$ cat src/rtl/wfg_axis_merge.sv
// wfg_axis_merge: two-source AXI-Stream merge with per-beat arbitration and a single registered output stage.
// Define WFG_AXIS_MERGE_CNT_EN to add per-source beat counters.
package wfg_axis_merge_pkg;
  typedef struct packed {
    logic        tvalid;
    logic [31:0] tdata;
  } axis_t;
endpackage

module wfg_axis_merge
  import wfg_axis_merge_pkg::*;
#(
  parameter int AXIS_DATA_WIDTH = 32
) (
  input  logic       clk,
  input  logic       rst,
  input  logic       ctrl_en_q_i,
  input  logic [1:0] src_en_q_i,
  input  logic       arb_mode_q_i,
  input  axis_t      source_0,
  input  axis_t      source_1,
  output logic       wfg_axis_tready_source_0,
  output logic       wfg_axis_tready_source_1,
  output axis_t      merged,
  output logic       merged_tid_o,
`ifdef WFG_AXIS_MERGE_CNT_EN
  input  logic        cnt_clr_i,
  output logic [15:0] beat_cnt_0_o,
  output logic [15:0] beat_cnt_1_o,
`endif
  input  logic       wfg_axis_tready_merged
);
  axis_t merged_q, merged_d;
  logic tid_q, tid_d, last_q, last_d, load, xfer;
  logic [1:0] req, grant;
  logic [AXIS_DATA_WIDTH-1:0] data_sel;
  always_comb begin
    load = (!merged_q.tvalid || wfg_axis_tready_merged) && !rst;
    req = {source_1.tvalid, source_0.tvalid} & src_en_q_i & {2{ctrl_en_q_i}};
    grant = &req ? ((arb_mode_q_i || last_q) ? 2'b01 : 2'b10) : req;
    xfer = load && |grant;
    data_sel = grant[1] ? source_1.tdata : source_0.tdata;
    merged_d = merged_q;
    merged_d.tvalid = xfer || (merged_q.tvalid && !wfg_axis_tready_merged);
    merged_d.tdata = xfer ? data_sel : merged_q.tdata;
    tid_d = xfer ? grant[1] : tid_q;
    last_d = xfer ? grant[1] : last_q;
  end
  always_ff @(posedge clk) begin
    if (rst) begin
      merged_q <= '0;
      tid_q <= 1'b0;
      last_q <= 1'b1;
    end else begin
      merged_q <= merged_d;
      tid_q <= tid_d;
      last_q <= last_d;
    end
  end
  assign merged = merged_q;
  assign merged_tid_o = tid_q;
  assign wfg_axis_tready_source_0 = load && grant[0];
  assign wfg_axis_tready_source_1 = load && grant[1];
`ifdef WFG_AXIS_MERGE_CNT_EN
  logic [15:0] cnt0_q, cnt0_d, cnt1_q, cnt1_d;
  always_comb begin
    cnt0_d = cnt_clr_i ? 16'd0 : cnt0_q + {15'd0, xfer && grant[0]};
    cnt1_d = cnt_clr_i ? 16'd0 : cnt1_q + {15'd0, xfer && grant[1]};
  end
  always_ff @(posedge clk) begin
    if (rst) begin
      cnt0_q <= '0;
      cnt1_q <= '0;
    end else begin
      cnt0_q <= cnt0_d;
      cnt1_q <= cnt1_d;
    end
  end
  assign beat_cnt_0_o = cnt0_q;
  assign beat_cnt_1_o = cnt1_q;
`endif
endmodule
$ cat config.mk
export PLATFORM = sky130hd
export DESIGN_NAME = wfg_axis_merge
export DESIGN_NICKNAME = d
export VERILOG_FILES = /design/src/rtl/wfg_axis_merge.sv
export SDC_FILE = /design/constraint.sdc
export NUM_CORES = 1
export LEC_CHECK = 0
export ABC_AREA = 1
export BUFFER_PORTS_ARGS = -buffer_cell sky130_fd_sc_hd__buf_2
export CAP_MARGIN = 20
export CELL_PAD_IN_SITES_DETAIL_PLACEMENT = 1
export CELL_PAD_IN_SITES_GLOBAL_PLACEMENT = 2
export CORE_UTILIZATION = 20
export DETAILED_ROUTE_END_ITERATION = 8
export HOLD_SLACK_MARGIN = 0.02
export PLACE_DENSITY_LB_ADDON = 0.12
export RECOVER_POWER = 50
export SYNTH_ARGS = -nofsm -noshare
export SYNTH_HDL_FRONTEND = slang
export SYNTH_SLANG_ARGS = --single-unit
$ cat constraint.sdc
create_clock -name clk -period 1.4 [get_ports clk]
set_input_delay 0.14 -clock clk [delete_from_list [all_inputs] [get_ports clk]]
set_output_delay 0.14 -clock clk [all_outputs]
set_load 0.1 [all_outputs]
==> run metrics, run 1 <==
First-pass DRT Iterations 2; Worst setup EP type output pin; Pleak between 1.5 and 2 nW; Initial Util 0.210; IR drop worst, VDD ~0.35 mV; critical path depth in cells 4; syn avg cell area 6.27 um2; Site Rows 33; post-route ant nets 0; Layout area overhead 50.4%; Die Ht 95.7 um; ys async rst share 0; Final TNS setup 0 ns; DRT iter0 DRCs 23; clock tree root buffer cell clkbuf_8; Core ar. about 0.0083 mm2; cell mode on critical path nor2_4; R2R cell count 8; DRT Wirelength roughly 6300 um; maximum root-to-sink buffer count 2; Reg clk slew, reported paths approximately 0.08 ns; Vias 2150; RSZ-0062 raised after global routing yes; top-area cell type share of the netlist area 0.399; Mapped Cells 280; ant diodes 0; share of layout cells above drive strength 1 0.354; Crit Path Category flip-flop to output pin; via/cell ratio between 4 and 5; crit-path leading delay family flip-flops; actual transition at the worst max-transition pin slightly above 0.5 ns; CP max FO 3; Post-route DRC 0; WHS 0.131 ns; EDFF count, synth 0; hold depth 5; Core Util, Final 0.317; Placed Instances a little under 500; CP peak stage delay roughly 0.33 ns; Yosys warnings 0; r2r setup slk 0.18 ns; worst relative slew slack 0.659; final worst path period share 0.960; Clock Skew approximately 0.0074 ns; die width between 90 and 100 um; #FFs+latches synth 35; Data required, critical path approximately 1.3 ns; distinct cell type count after synthesis 14; most frequent cell after synthesis nand2_1; worst-path cell chain nor2_4 > o21ai_4 > nor2_4 > buf_12; total track usage 0.147; Achievable Freq approximately 740 MHz; global-route wire length before repair a little over 10000 um; Area contributors post-synth dfxtp_1 (40%), nand2_1 (29%), nand3_1 (18%), buf_2 (4.3%), inv_1 (3.0%); crit path max-delay cell type dfxtp_2; CTS buffer count 5; insertion delay to the later sink of the worst-skew pair between 0.2 and 0.3 ns; CTS tree yes; status finished, final reports clean; DIE AREA 0.00916 mm2; Worst EP arrival between 1 and 1.5 ns; register area share after synthesis 0.399; clk sinks 35; crit path buf inv count 1; routability cong. roughly 0.68; CP Launch Type flip-flop; fillers about 1100; Slew Viols, Final 0; H-tree lvl count 2; DP HPWL 4430 um; synthesized net count around 350; mapped cell area roughly 0.0018 mm2; I/O Buffers between 100 and 150; Hold Fails Final Rpt 0; Yosys top cell by area dfxtp_1; Primary FF master, synth dfxtp_1; synth cell count leaders nand2_1 (135), nand3_1 (64), dfxtp_1 (35), buf_2 (15), inv_1 (14); initial antenna violation count 0; max-cap viol count 0; detailed-route wire length per cell about 13 um; vias in the first global route about 2200; PD cells 1100 mW/mm2; Worst Hold Class primary input to flip-flop; count of final setup violators 0; final setup margin 0.0566 ns; io pins approximately 110; # nets final 459; remaining global-route overflow 0; pre-CTS setup slack approximately 0.13 ns; Period minus WS final 1.34 ns; fin cells around 490; largest net degree at the start of global routing 35
-- through the flow --
| step | instance area (um2) | total power [W] |
|---|---|---|
| floorplan | 1800 | 0.00185 |
| global placement | 2510 | 0.00211 |
| detailed placement | 2510 | 0.00211 |
| CTS | 2620 | 0.00297 |
| global route | 2640 | 0.00308 |
| finish | 2640 | 0.00291 |
-- layer usage --
metal | GRT usage | up-vias | part of all wire
li1 | - | 1094 | -
met1 | 0.167 | 993 | 0.43
met2 | 0.267 | 61 | 0.49
met3 | 0.0470 | 2 | 0.077
met4 | 0.0299 | 0 | 0.0040
met5 | 0 | - | 0
-- cell type report --
| cell class | count | area [um2] | share of cell area |
|---|---|---|---|
| clock buffer | 8 | 100 | 0.0379 |
| inverter | 17 | 63.8 | 0.0242 |
| multi-input combinational | 210 | 963 | 0.365 |
| sequential | 35 | 706 | 0.267 |
| tap | 105 | 131 | 0.0498 |
| timing repair buffer | 117 | 676 | 0.256 |
-- cells by family after synthesis --
family / count (synthesis) / share of synthesized area
simple gates: 205 / 0.491
buf+inv: 35 / 0.0855
compound gates: 5 / 0.0242
flops: 35 / 0.399
-- sequential cells by signal, summed over array words and instances, names as in the netlist --
signal	count
merged_tid_o	1
merged	33
last_q	1
-- final timing paths --
path                            from                  endpoint
max reg2reg      last_q$_SDFFE_PP1P_   merged[15]$_SDFFE_PP0P_
max              last_q$_SDFFE_PP1P_  wfg_axis_tready_source_1
min                      source_0[2]    merged[2]$_SDFFE_PP0P_
min reg2reg  merged[19]$_SDFFE_PP0P_   merged[19]$_SDFFE_PP0P_
-- repair_timing --
item,CTS,global route
pin swaps,2,4
endpoints found under the hold margin,0,0
setup buffers,0,1
setup endpoints to repair,2,2
gates resized for setup,0,3
hold buffers,0,0
-- report_power, final --
| part | internal (W) | total, W | leakage, nW | switching, W |
|---|---|---|---|---|
| combinational | 0.000225 | 0.000979 | 1.20 | 0.000753 |
| sequential | 0.00107 | 0.00110 | 0.288 | 0.0000354 |
| clock | 0.000450 | 0.000832 | 0.0515 | 0.000382 |
| total | 0.00174 | 0.00291 | 1.54 | 0.00117 |
-- worst reg2reg max path, delay by kind of cell (launching register included) --
family,cells,cell delay (ns)
flip-flops,1,0.33
AND/OR/NAND/NOR,5,0.54
buffers and inverters,3,0.30
-- cell usage in the layout (no fill, tap or decap), types with 5 or more instances in the layout --
master,Yosys,layout
buf_12,0,5
nand3_1,64,64
buf_4,0,6
clkbuf_8,0,7
dfxtp_1,35,33
inv_1,14,14
nand2_1,135,133
buf_2,15,106
Note: power is estimated with default switching activity, not from simulation.
==> run 2, diff against run 1 <==
Settings changed: ABC_AREA 1 to default, CORE_UTILIZATION 20 to 23.
==> run 2 against run 1 <==
The flow now finishes with violations (negative setup slack). Maximum frequency decreased by 13%. Combinational power increased by 27%. Via count increased by 4.9%. Sequential share of layout area decreased by 2.1 points. Register-to-register slack got worse by 0.29 ns. Cell area increased by 8.5%. Highest routed layer unchanged.
==> run metrics, run 2 <==
Core ar. 0.00789 mm2 (was 0.00834 mm2); EDFF count, synth 0 (unchanged); # nets final 394 (was 459); Period minus WS final 1.55 ns (was 1.34 ns); final setup margin -0.151 ns (was 0.0566 ns); Primary FF master, synth dfxtp_1 (unchanged); CTS buffer count 5 (unchanged); CP Launch Type flip-flop (unchanged); WL met3 388 um (was 483 um); count of final setup violators 27 (was 0); DRT Wirelength 7290 um (was 6260 um); top routing layer in use met4 (unchanged); DRT met1 WL 3170 um (was 2680 um); ant diodes 0 (unchanged); Area contributors post-synth dfxtp_1 (37%), a32oi_1 (15%), or3b_1 (15%), a31oi_1 (11%), o21ai_0 (7.9%) (was dfxtp_1 (40%), nand2_1 (29%), nand3_1 (18%), buf_2 (4.3%), inv_1 (3.0%)); Initial Util 0.242 (was 0.210); ys async rst share 0 (unchanged); Worst Hold Class primary input to flip-flop (unchanged); worst relative slew slack 0.620 (was 0.659); # hold bufs at CTS 0 (unchanged); clock tree root buffer cell clkbuf_8 (unchanged); IR drop worst, VDD 0.333 mV (was 0.345 mV); DP HPWL 4670 um (was 4430 um); PD cells 1080 mW/mm2 (was 1100 mW/mm2); Die Ht 93.1 um (was 95.7 um); actual transition at the worst max-transition pin 0.572 ns (was 0.516 ns); initial antenna violation count 0 (unchanged); met2 WL 3630 um (was 3080 um); Largest register FFs 33 (unchanged); Site Rows 32 (was 33); top-area cell type share of the netlist area 0.367 (was 0.399); vias in the first global route 2278 (was 2182); Vias 2256 (was 2150); violated checks negative setup slack; Reg clk slew, reported paths 0.07 ns (was 0.08 ns); clk sinks 35 (unchanged); worst-path cell chain o211a_4 > buf_12 > nor4_4 > buf_12 (was nor2_4 > o21ai_4 > nor2_4 > buf_12); Mapped Cells 217 (was 280); Worst EP arrival 1.41 ns (was 1.20 ns); post-route ant nets 0 (unchanged); DRT iter0 DRCs 78 (was 23); launch point of the worst path last_q$_SDFFE_PP1P_ (unchanged); CP max FO 3 (unchanged); commonest non-fill, non-tap cell in the layout buf_2 (was nand2_1); Crit Path Category flip-flop to output pin (unchanged); detailed-route wire length per cell 17.2 um (was 12.7 um); Slew Viols, Final 0 (unchanged); largest net degree at the start of global routing 50 (was 35); RSZ-0062 raised after global routing yes (unchanged); H-tree lvl count 2 (unchanged); pre-CTS setup slack 0.00604 ns (was 0.128 ns); share of layout cells above drive strength 1 0.447 (was 0.354); io pins 109 (unchanged); crit-path leading delay family flip-flops (unchanged); mapped cell area 0.00191 mm2 (was 0.00176 mm2); status finished with violations (was finished, final reports clean); register area share after synthesis 0.367 (was 0.399); cell mode on critical path buf_12 (was nor2_4); syn avg cell area 8.80 um2 (was 6.27 um2); Layout area overhead 50.1% (was 50.4%); Yosys top cell by area dfxtp_1 (unchanged); crit path buf inv count 2 (was 1); distinct cell type count after synthesis 24 (was 14); most frequent cell after synthesis dfxtp_1 (was nand2_1); total track usage 0.173 (was 0.147); First-pass DRT Iterations 4 (was 2); CTS tree yes (unchanged); #FFs+latches synth 35 (unchanged); crit path max-delay cell type dfxtp_2 (unchanged); synth cell count leaders dfxtp_1 (35), a31oi_1 (33), a32oi_1 (32), or3b_1 (32), o21ai_0 (30) (was nand2_1 (135), nand3_1 (64), dfxtp_1 (35), buf_2 (15), inv_1 (14)); RR Startpoint last_q$_SDFFE_PP1P_ (unchanged); Design Area, Final 0.00287 mm2 (was 0.00264 mm2); Final TNS setup -2.04 ns (was 0 ns); Clock Skew 0.00189 ns (was 0.00744 ns); remaining global-route overflow 0 (unchanged); Achievable Freq 645 MHz (was 744 MHz); hold path start rst (was source_0[2]); global-route wire length before repair 11600 um (was 10400 um); I/O Buffers 108 (unchanged); most frequent cells in the layout buf_2 (88), a31oi_1 (33), dfxtp_1 (33) (was nand2_1 (133), buf_2 (106), nand3_1 (64)); Data required, critical path 1.26 ns (about the same); maximum root-to-sink buffer count 2 (unchanged); Hold Fails Final Rpt 0 (unchanged); Post-route DRC 0 (unchanged); die width 93.1 um (was 95.7 um); insertion delay to the later sink of the worst-skew pair 0.28 ns (about the same); Post-DP Area 0.00269 mm2 (was 0.00251 mm2); via/cell ratio 5.32 (was 4.37); synthesized net count 290 (was 353); max-cap viol count 0 (unchanged); Worst setup EP type output pin (unchanged); CP peak stage delay 0.34 ns (was 0.33 ns); final worst path period share 1.11 (was 0.960); DIE AREA 0.00867 mm2 (was 0.00916 mm2); Pleak 1.20 nW (was 1.54 nW); Yosys warnings 0 (unchanged); routability cong. 0.692 (was 0.678)
run 2: changes by cell type in the layout (fill, tap and decap cells not counted), moves of 12 or more:
| cell | change |
|---|---|
| clkbuf_2 | +18 |
| o21ai_0 | +18 |
| buf_2 | -18 |
| nand3_1 | -63 |
| o21ai_1 | +12 |
| nand2_1 | -132 |
| a32oi_1 | +32 |
| or3b_1 | +32 |
| inv_1 | -12 |
| a31oi_1 | +33 |
run 2: timing repair:
action,4_1_cts,5_1_grt
pin swaps,18,18
buffers inserted,2,1
endpoints found under the setup margin,10,35
hold endpoints to repair,0,0
gates cloned,2,0
gates resized for setup,2,11
run 2: power breakdown:
part           total [W]  switching [W]  internal, W
clock           0.000732       0.000382     0.000350
sequential       0.00113      0.0000480      0.00108
combinational    0.00124       0.000917     0.000321
run 2: layout make-up:
cell class,count,area (um2)
Clock buffer,7,76.3
Timing Repair Buffer,130,856
Inverter,2,7.51
Fill cell,960,5020
Multi-Input combinational cell,147,1090
Sequential cell,35,706
Clock inverter,1,5.00
Tap cell,102,128
run 2: worst reg2reg max path, delay by kind of cell (launching register included):
family,cells,cell delay (ns)
AO/OA/AOI/OAI,2,0.43
AND/OR/NAND/NOR,1,0.37
flip-flops,1,0.34
buffers and inverters,2,0.31
run 2: path summary, 6_finish.rpt:
path	end	slack (ns)	cells past startpoint
min reg2reg	last_q$_SDFFE_PP1P_	0.51	1
min	merged[32]$_SDFF_PP0_	0.13	2
max	wfg_axis_tready_source_1	-0.15	4
max reg2reg	merged[22]$_SDFFE_PP0P_	-0.11	5
run 2: kinds of logic (layout without fill, tap and decap cells):
kind of cell	after synthesis	in the layout	share of synthesized area
buffers and inverters	35	140	0.0898
AND/OR/NAND/NOR	44	44	0.179
flip-flops	35	35	0.367
AO/OA/AOI/OAI	103	103	0.364
run 2: through the flow:
stage           util  hold slack (ns)  std cells  total power (W)
3_5_place_dp   0.341            0.432        411          0.00235
2_1_floorplan      -            0.203        217          0.00205
6_report       0.363            0.126        424          0.00310
5_1_grt        0.363            0.119        424          0.00326
4_1_cts        0.363            0.114        423          0.00315
3_3_place_gp   0.341            0.426        411          0.00235
run 2: metal layers:
| layer | up-vias | global-route usage |
|---|---|---|
| met2 | 83 | 0.300 |
| met1 | 1084 | 0.215 |
| met3 | 6 | 0.0350 |
| li1 | 1083 | - |
| met4 | 0 | 0.0462 |
| met5 | - | 0 |
==> run 3, diff against run 2 <==
==> constraint.sdc (replaced) <==
create_clock -name clk -period 1.4 [get_ports clk]
set_input_delay 0.28 -clock clk [delete_from_list [all_inputs] [get_ports clk]]
set_output_delay 0.28 -clock clk [all_outputs]
set_load 0.1 [all_outputs]
==> run 3 against run 2 <==
Combinational power is essentially flat. Utilization shrank 0.17 points. Worst hold slack gained 0.14 ns. The flow still finishes with violations (negative setup slack). Sequential power is essentially flat. Largest power group unchanged.
==> run metrics, run 3 (synthesis results as in run 2) <==
status finished with violations (unchanged); violated checks negative setup slack (unchanged); CP peak stage delay 0.34 ns (about the same); met1 usage 0.204 (was 0.215); # hold bufs at CTS 0 (unchanged); fin cells 422 (was 424); crit path max-delay cell type dfxtp_2 (unchanged); total track usage 0.161 (was 0.173); Period minus WS final 1.58 ns (was 1.55 ns); Layout area overhead 49.3% (was 50.1%); worst-path cell chain o211a_4 > nor4_4 > buf_12 (was o211a_4 > buf_12 > nor4_4 > buf_12); First-pass DRT Iterations 4 (unchanged); # nets final 393 (was 394); worst relative slew slack 0.667 (was 0.620); DP HPWL 4710 um (was 4670 um); GR met3 Demand/Resource 0.0358 (was 0.0350); DIE AREA 0.00867 mm2 (unchanged); CP Launch Type flip-flop (unchanged); remaining global-route overflow 0 (unchanged); Data required, critical path 1.12 ns (was 1.26 ns); vias in the first global route 2134 (was 2278); clock tree root buffer cell clkbuf_8 (unchanged); Pleak 1.20 nW (about the same); count of final setup violators 34 (was 27); Worst EP arrival 1.30 ns (was 1.41 ns); post-route ant nets 0 (unchanged); Placed Instances 410 (was 411); initial antenna violation count 0 (unchanged); H-tree lvl count 2 (unchanged); via/cell ratio 5.24 (was 5.32); I/O Buffers 108 (unchanged); share of layout cells above drive strength 1 0.463 (was 0.447); Initial Util 0.242 (unchanged); CTS buffer count 5 (unchanged); CTS tree yes (unchanged); Vias 2210 (was 2256); ant diodes 0 (unchanged); Worst Hold Class primary input to flip-flop (unchanged); RSZ-0062 raised after global routing yes (unchanged); PD cells 1090 mW/mm2 (was 1080 mW/mm2); Achievable Freq 631 MHz (was 645 MHz); Die Ht 93.1 um (unchanged); final setup margin -0.185 ns (was -0.151 ns); global-route wire length before repair 10800 um (was 11600 um); DRT iter0 DRCs 64 (was 78); most frequent cells in the layout buf_2 (103), a31oi_1 (33), dfxtp_1 (33) (was buf_2 (88), a31oi_1 (33), dfxtp_1 (33)); GR Util met2 0.275 (was 0.300); routability cong. 0.653 (was 0.692); hold path start rst (unchanged); Clock Skew 0.00212 ns (was 0.00189 ns); Post-route DRC 0 (unchanged); IR drop worst, VDD 0.322 mV (was 0.333 mV); io pins 109 (unchanged); CP max FO 3 (unchanged); final worst path period share 1.13 (was 1.11); Worst setup EP type output pin (unchanged); insertion delay to the later sink of the worst-skew pair 0.28 ns (about the same); Core ar. 0.00789 mm2 (unchanged); GRT busiest layer met2 (unchanged); die width 93.1 um (unchanged); largest net degree at the start of global routing 47 (was 50); Site Rows 32 (unchanged); maximum root-to-sink buffer count 2 (unchanged); Largest register FFs 33 (unchanged); DRT Wirelength 7200 um (was 7290 um); commonest non-fill, non-tap cell in the layout buf_2 (unchanged); max-cap viol count 0 (unchanged); Slew Viols, Final 0 (unchanged); Final TNS setup -3.92 ns (was -2.04 ns); fillers 978 (was 960); actual transition at the worst max-transition pin 0.503 ns (was 0.572 ns); Crit Path Category flip-flop to output pin (unchanged); Hold Fails Final Rpt 0 (unchanged); overall power 0.00311 W (was 0.00310 W); RR Startpoint last_q$_SDFFE_PP1P_ (unchanged); launch point of the worst path last_q$_SDFFE_PP1P_ (unchanged); clk sinks 35 (unchanged); detailed-route wire length per cell 17.1 um (was 17.2 um); Reg clk slew, reported paths 0.07 ns (about the same)
-- run 3: cell types whose count changed in the layout (fill, tap and decap cells not counted), sizes merged --
cell / before / now
buf: 111 / 125
bufbuf: 1 / 0
clkbuf: 25 / 10
-- run 3: final cells by class --
| cell class | instances | area (um2) | share of cell area |
|---|---|---|---|
| flip-flops and latches | 35 | 706 | 0.247 |
| clock inverters | 1 | 5.00 | 0.00176 |
| clock buffers | 6 | 82.6 | 0.0290 |
| inverters | 2 | 7.51 | 0.00263 |
| repair buffers | 129 | 811 | 0.284 |
| multi-input cells | 147 | 1110 | 0.390 |
| well taps | 102 | 128 | 0.0448 |
-- run 3: final timing paths --
kind / end / slack (ns) / cells past startpoint
max: wfg_axis_tready_source_1 / -0.18 / 3
min: merged[32]$_SDFF_PP0_ / 0.26 / 2
max reg2reg: merged[25]$_SDFFE_PP0P_ / -0.16 / 5
min reg2reg: last_q$_SDFFE_PP1P_ / 0.51 / 1
-- run 3: through the flow --
step           cell area (um2)  utilization  hold WS, ns  worst slack [ns]
3_3_place_gp              2680        0.339        0.494            -0.110
5_1_grt                   2850        0.362        0.274            -0.218
2_1_floorplan             1970            -        0.343            -0.727
4_1_cts                   2830        0.359        0.261            -0.200
6_report                  2850        0.362        0.262            -0.185
3_5_place_dp              2680        0.339        0.488            -0.131
-- run 3: per-layer routing --
metal,share of wire,routed length (um)
met1,0.44,3180
met2,0.49,3560
met3,0.055,393
met4,0.0094,68
met5,0,0
-- run 3: what timing repair did --
| item | 4_1_cts | 5_1_grt |
|---|---|---|
| cloned | 0 | 1 |
| buffers inserted | 4 | 0 |
| gates resized for setup | 10 | 3 |
| pin swaps | 13 | 11 |
| setup endpoints to repair | 34 | 35 |
-- run 3: power breakdown --
| group | switching (W) | internal (W) | leakage, nW |
|---|---|---|---|
| logic | 0.000914 | 0.000308 | 0.860 |
| registers | 0.0000453 | 0.00108 | 0.289 |
| clock network | 0.000372 | 0.000386 | 0.0470 |
-- run 3: critical path, delay by kind of cell (launching register included) --
| family | cells | cell delay (ns) |
|---|---|---|
| flops | 1 | 0.34 |
| compound gates | 1 | 0.26 |
| buf+inv | 1 | 0.22 |
| simple gates | 1 | 0.20 |
